==> config.mk <==
export PLATFORM = sky130hd
export DESIGN_NAME = ex_muldiv
export DESIGN_NICKNAME = d
export VERILOG_FILES = /design/src/rtl/ex_muldiv_pkg.sv /design/src/rtl/ex_muldiv_div_iter.sv /design/src/rtl/ex_muldiv.sv
export SDC_FILE = /design/constraint.sdc
export NUM_CORES = 2
export LEC_CHECK = 0
export ABC_AREA = 1
export CORE_MARGIN = 3
export CORE_UTILIZATION = 55
export CTS_CLUSTER_SIZE = 40
export DETAILED_ROUTE_END_ITERATION = 7
export PLACE_DENSITY = 0.82
export SYNTH_ARGS = -nofsm -noshare
export SYNTH_HDL_FRONTEND = slang
export SYNTH_SLANG_ARGS = --single-unit
==> constraint.sdc <==
create_clock -name clk -period 16.8 [get_ports clk]
set_input_delay 2.52 -clock clk [delete_from_list [all_inputs] [get_ports clk]]
set_output_delay 2.52 -clock clk [all_outputs]
set_load 0.03 [all_outputs]
==> src/rtl/ex_muldiv_pkg.sv <==
// Op codes, widths, FSM encoding and op-class helpers for the RV32M execute unit.
package ex_muldiv_pkg;

  localparam int OP_LEN       = 5;
  localparam int REG_LEN      = 32;
  localparam int REG_ADDR_LEN = 5;

  localparam logic [OP_LEN-1:0] OP_MUL    = 5'h10;
  localparam logic [OP_LEN-1:0] OP_MULH   = 5'h11;
  localparam logic [OP_LEN-1:0] OP_MULHSU = 5'h12;
  localparam logic [OP_LEN-1:0] OP_MULHU  = 5'h13;
  localparam logic [OP_LEN-1:0] OP_DIV    = 5'h14;
  localparam logic [OP_LEN-1:0] OP_DIVU   = 5'h15;
  localparam logic [OP_LEN-1:0] OP_REM    = 5'h16;
  localparam logic [OP_LEN-1:0] OP_REMU   = 5'h17;

  typedef enum logic [1:0] {S_IDLE, S_MUL, S_DIV, S_DONE} state_t;

  function automatic logic op_is_m(input logic [OP_LEN-1:0] op);
    return op[4:3] == 2'b10;
  endfunction

  function automatic logic op_is_mul(input logic [OP_LEN-1:0] op);
    return op[4:2] == 3'b100;
  endfunction

  function automatic logic op_is_rem(input logic [OP_LEN-1:0] op);
    return (op == OP_REM) || (op == OP_REMU);
  endfunction

  function automatic logic op_div_signed(input logic [OP_LEN-1:0] op);
    return (op == OP_DIV) || (op == OP_REM);
  endfunction

  function automatic logic op_a_signed(input logic [OP_LEN-1:0] op);
    return (op == OP_MUL) || (op == OP_MULH) || (op == OP_MULHSU);
  endfunction

  function automatic logic op_b_signed(input logic [OP_LEN-1:0] op);
    return (op == OP_MUL) || (op == OP_MULH);
  endfunction

endpackage

==> src/rtl/ex_muldiv_div_iter.sv <==
// Unsigned restoring divider on magnitudes, one quotient bit per enabled step.
// Latency: XLEN steps after start; done marks the final step, quo/rem carry that step's result.
// Backpressure: en=0 freezes all state.
module div_iter #(
  parameter int XLEN = 32
) (
  input  logic            clk,
  input  logic            rst,
  input  logic            en,
  input  logic            start,
  input  logic            step,
  input  logic [XLEN-1:0] dividend,
  input  logic [XLEN-1:0] divisor,
  output logic            done,
  output logic [XLEN-1:0] quo,
  output logic [XLEN-1:0] rem
);
  localparam int CW = $clog2(XLEN);

  logic [CW-1:0]   cnt;
  logic [XLEN-1:0] quo_r, rem_r, dsr_r;
  logic [XLEN:0]   trial, diff;

  // quo_r shifts the dividend out at the top while quotient bits enter at the bottom
  assign trial = {rem_r, quo_r[XLEN-1]};
  assign diff  = trial - {1'b0, dsr_r};
  assign quo   = {quo_r[XLEN-2:0], ~diff[XLEN]};
  assign rem   = diff[XLEN] ? trial[XLEN-1:0] : diff[XLEN-1:0];
  assign done  = (cnt == CW'(XLEN-1));

  always_ff @(posedge clk or negedge rst) begin
    if (!rst) begin
      cnt   <= '0;
      quo_r <= '0;
      rem_r <= '0;
      dsr_r <= '0;
    end else if (en) begin
      if (start) begin
        quo_r <= dividend;
        rem_r <= '0;
        dsr_r <= divisor;
        cnt   <= '0;
      end else if (step) begin
        quo_r <= quo;
        rem_r <= rem;
        cnt   <= cnt + 1'b1;
      end
    end
  end

endmodule

==> src/rtl/ex_muldiv.sv <==
// RV32M execute unit: 2-cycle multiply, iterative divide, result pulse toward EX/MEM.
// Latency: MUL 2 cycles, DIV 33 cycles, divide-by-zero/overflow 1 cycle from accept.
// Backpressure: stall_req holds ID/EX while busy; rdy=0 freezes everything; flush aborts.
module ex_muldiv
  import ex_muldiv_pkg::*;
#(
  parameter int XLEN = REG_LEN
) (
  input  logic                    clk,
  input  logic                    rst,
  input  logic                    rdy,
  input  logic                    flush,
  input  logic                    in_valid,
  input  logic [OP_LEN-1:0]       in_op,
  input  logic [XLEN-1:0]         in_reg1,
  input  logic [XLEN-1:0]         in_reg2,
  input  logic [REG_ADDR_LEN-1:0] in_rd,
  output logic                    stall_req,
  output logic                    out_valid,
  output logic [REG_ADDR_LEN-1:0] out_rd,
  output logic [XLEN-1:0]         out_data
);
  localparam logic [XLEN-1:0] MIN_NEG = {1'b1, {(XLEN-1){1'b0}}};

  state_t                  state;
  logic [OP_LEN-1:0]       op_q;
  logic [XLEN-1:0]         a_q, b_q;
  logic [REG_ADDR_LEN-1:0] rd_q;
  logic                    q_neg, r_neg;

  logic            want, accept;
  logic            a_neg, b_neg, div_zero, div_ovf;
  logic [XLEN-1:0] mag_a, mag_b, special_res;

  assign want      = (state == S_IDLE) && in_valid && op_is_m(in_op) && !flush;
  assign accept    = want && rdy;
  assign stall_req = want || (!flush && ((state == S_MUL) || (state == S_DIV)));

  assign a_neg       = op_div_signed(in_op) && in_reg1[XLEN-1];
  assign b_neg       = op_div_signed(in_op) && in_reg2[XLEN-1];
  assign mag_a       = a_neg ? -in_reg1 : in_reg1;
  assign mag_b       = b_neg ? -in_reg2 : in_reg2;
  assign div_zero    = (in_reg2 == '0);
  assign div_ovf     = op_div_signed(in_op) && (in_reg1 == MIN_NEG) && (in_reg2 == '1);
  assign special_res = div_zero ? (op_is_rem(in_op) ? in_reg1 : '1)
                                : (op_is_rem(in_op) ? '0 : MIN_NEG);

  // 33-bit sign/zero extension carried to 2*XLEN; only the low 2*XLEN product bits matter
  logic [2*XLEN-1:0] mul_a, mul_b, prod;
  logic [XLEN-1:0]   mul_res;

  assign mul_a   = {{XLEN{op_a_signed(op_q) && a_q[XLEN-1]}}, a_q};
  assign mul_b   = {{XLEN{op_b_signed(op_q) && b_q[XLEN-1]}}, b_q};
  assign prod    = mul_a * mul_b;
  assign mul_res = (op_q == OP_MUL) ? prod[XLEN-1:0] : prod[2*XLEN-1:XLEN];

  logic            div_start, div_step, div_done;
  logic [XLEN-1:0] div_quo, div_rem, div_res;

  assign div_start = accept && !op_is_mul(in_op);
  assign div_step  = (state == S_DIV) && !flush;
  assign div_res   = op_is_rem(op_q) ? (r_neg ? -div_rem : div_rem)
                                     : (q_neg ? -div_quo : div_quo);

  div_iter #(.XLEN(XLEN)) u_div (
    .clk      (clk),
    .rst      (rst),
    .en       (rdy),
    .start    (div_start),
    .step     (div_step),
    .dividend (mag_a),
    .divisor  (mag_b),
    .done     (div_done),
    .quo      (div_quo),
    .rem      (div_rem)
  );

  always_ff @(posedge clk or negedge rst) begin
    if (!rst) begin
      state     <= S_IDLE;
      op_q      <= '0;
      a_q       <= '0;
      b_q       <= '0;
      rd_q      <= '0;
      q_neg     <= 1'b0;
      r_neg     <= 1'b0;
      out_valid <= 1'b0;
      out_rd    <= '0;
      out_data  <= '0;
    end else if (rdy) begin
      out_valid <= 1'b0;
      if (flush) begin
        state <= S_IDLE;
      end else begin
        unique case (state)
          S_IDLE: if (accept) begin
            op_q  <= in_op;
            a_q   <= in_reg1;
            b_q   <= in_reg2;
            rd_q  <= in_rd;
            q_neg <= a_neg ^ b_neg;
            r_neg <= a_neg;
            if (op_is_mul(in_op)) begin
              state <= S_MUL;
            end else if (div_zero || div_ovf) begin
              state     <= S_DONE;
              out_valid <= 1'b1;
              out_data  <= special_res;
              out_rd    <= in_rd;
            end else begin
              state <= S_DIV;
            end
          end
          S_MUL: begin
            state     <= S_DONE;
            out_valid <= 1'b1;
            out_data  <= mul_res;
            out_rd    <= rd_q;
          end
          S_DIV: if (div_done) begin
            state     <= S_DONE;
            out_valid <= 1'b1;
            out_data  <= div_res;
            out_rd    <= rd_q;
          end
          S_DONE:  state <= S_IDLE;
          default: state <= S_IDLE;
        endcase
      end
    end
  end

endmodule

==> qor.yml <==
drc: 0
synth_common_cells: "1913 x inv_1, 1867 x nand2_1, 1126 x fa_1, 334 x clkbuf_1, 294 x nor2_1"
dp_slack_ps: 6780
dieArea_sq_mm: 0.104
critPathMaxFanout: 34
cts_root_buffer: "clkbuf_16"
syn_area_sq_mm: 0.0552
port-buffer-count: 117
post-synth-top-area-cell: "fa_1"
async_reset_ff_frac: 1.00
max-slew-margin-rel: 0.254
cp-end-kind: "flip-flop"
die_w_microns: 323
antenna_found_initial: 4
outcome: "complete, no violations"
fin_cells: 8414
max_stage_delay_ps: 770
clockBufferDepth: 3
multiInputGateArea_sq_mm: 0.0412
synth_top_area_share: 0.409
post-route-util: 0.587
initial_utilization: 0.557
postCtsSetupBuffers: 0
skew_ps: 11.9
rsz0062_at_grt: "no"
overflow: 0
cp_slowest_cell: "fa_1"
via_count: 47244
boundaryPins: 118
yosysWarnings: 0
areaGrowthSynthToFinish_pct: 5.32
synth.area.top_cells: "fa_1 41%, inv_1 13%, nand2_1 13%"
cpMostUsedCell: "fa_1"
grt_max_degree: 97
grt_pass1_vias: 50222
routedWlPerCell_microns: 20.9
fin_setup_tns_ps: 0
worstPathRequired_ps: 17240
slew_viol_final: 0
ys.flop_type: "dfrtp_1"
worst_pin_slew_ps: 1120
hold_viol_final: 0
syn_inst: 7237
seqCellArea_sq_mm: 0.00546
criticalPathCategory: "reg2reg"
rows: 115
final_nets: 8566
fin_crit_sh: 0.601
cts_resized: 0
postSynthNetCount: 8698
cap_violations: 0
ys_types: 61
clk_latency_ps: 550
synth.avg_cell_area_sq_um: 7.62
cts_sinks: 217
die_h_microns: 323
cts_max_level: 1
synth-edff-count: 0
wl_mm: 176
ys_seq_elements: 217
routed_via_density: 5.61
crit_arrival_ps: 10530
setup_ws_ps: 6700
max_clock_freq_mhz: 99.1
grt_first_pass_wirelength_mm: 279
synth.most_common_cell: "inv_1"
placed_cells: 8364
cts_tree: "done"
drive_gt1_frac: 0.0328
ant_nets: 0
finalCriticalPeriod_ps: 10100
cts_buffers: 26
routabilityCongestion: 1.05
dpl.hpwl_mm: 143
worstSetupStartpointType: "flip-flop"
synth-seq-area-share: 0.0984
detail_route.first_pass.iterations: 6
hp-class: "reg2reg"
core-area_sq_mm: 0.0990
drt_iter0_drc: 4305
finalSetupViolations: 0
path_clk_slew_ps: 60
hold_buffers: 0
fill_cells: 8929
grt_util_all_layers: 0.347
==> flip-flops by register name, summed over array words and instances, names as in the netlist <==
register,flops
u_div.dsr_r,32
out_rd,5
op_q,5
u_div.quo_r,32
a_q,32
state,2
out_valid,1
b_q,32
rd_q,5
u_div.rem_r,32
r_neg,1
q_neg,1
out_data,32
u_div.cnt,5
==> metal layers <==
layer  global-route usage  share of wire
met1                0.473           0.40
met3               0.0656          0.099
met4                0.126          0.041
met5                    0       0.000074
met2                0.557           0.46
==> critical path: cells and delay by family, from the launching register on <==
family / cells / cell delay [ps]
AO/OA/AOI/OAI: 6 / 1460
flip-flops: 1 / 320
buffers and inverters: 8 / 2140
AND/OR/NAND/NOR: 7 / 1070
adder cells (fa/ha/maj): 9 / 4960
==> through the flow <==
step / hold slack (ps) / cell area, sq um
after floorplan: 448 / 55200
after global placement: 460 / 57200
after detailed placement: 467 / 57200
after CTS: 483 / 58100
after global routing: 508 / 58100
final: 480 / 58100
==> kinds of logic after synthesis <==
| family | Yosys count | synth area share |
|---|---|---|
| compound gates | 679 | 0.0710 |
| simple gates | 2594 | 0.194 |
| xor+xnor | 92 | 0.0146 |
| flops | 217 | 0.0984 |
| fa+ha+maj | 1382 | 0.467 |
| buf+inv | 2273 | 0.156 |
==> final cells by class <==
type,count,share of cell area
Timing Repair Buffer,189,0.0295
Tap cell,1287,0.0277
Sequential cell,217,0.0939
Clock inverter,11,0.00286
Inverter,1924,0.124
Clock buffer,37,0.0128
Antenna cell,2,0.0000861
Multi-Input combinational cell,4747,0.709
==> cell usage in the layout (no fill, tap or decap), drive strengths merged, types with 4 or more instances in the layout <==
| cell | instances |
|---|---|
| o31ai | 5 |
| a31oi | 35 |
| a221oi | 4 |
| nand4 | 36 |
| o21ai | 293 |
| clkbuf | 37 |
| buf | 73 |
| clkinv | 8 |
| o21a | 20 |
| and3 | 6 |
| a21oi | 183 |
| or2 | 12 |
| fa | 1126 |
| nand3 | 235 |
| dfrtp | 217 |
| a21o | 12 |
| xor2 | 66 |
| bufinv | 4 |
| clkdlybuf4s50 | 116 |
| nor2 | 306 |
| inv | 1920 |
| xnor2 | 26 |
| nor4 | 20 |
| nor3 | 53 |
| a21boi | 4 |
| o21bai | 21 |
| ha | 256 |
| o22ai | 33 |
| nand3b | 11 |
| o211ai | 23 |
| nand2 | 1909 |
| a211oi | 4 |
| o221ai | 34 |
==> path summary, 6_finish.rpt <==
check	slack [ps]	startpoint	end	cells after the start
max in group asynchronous	12520	rst	b_q[15]	3
min in group asynchronous	1940	rst	out_rd[2]	1
worst min-delay path	480	b_q[27]	b_q[27]	2
worst max register to register	6700	a_q[31]	out_data[23]	30
worst min register to register	480	b_q[27]	b_q[27]	2
worst max-delay path	6700	a_q[31]	out_data[23]	30
Power is left out: the tool's default activity adds up to more than one toggle a clock period on the data nets, which glitch-free logic cannot reach.
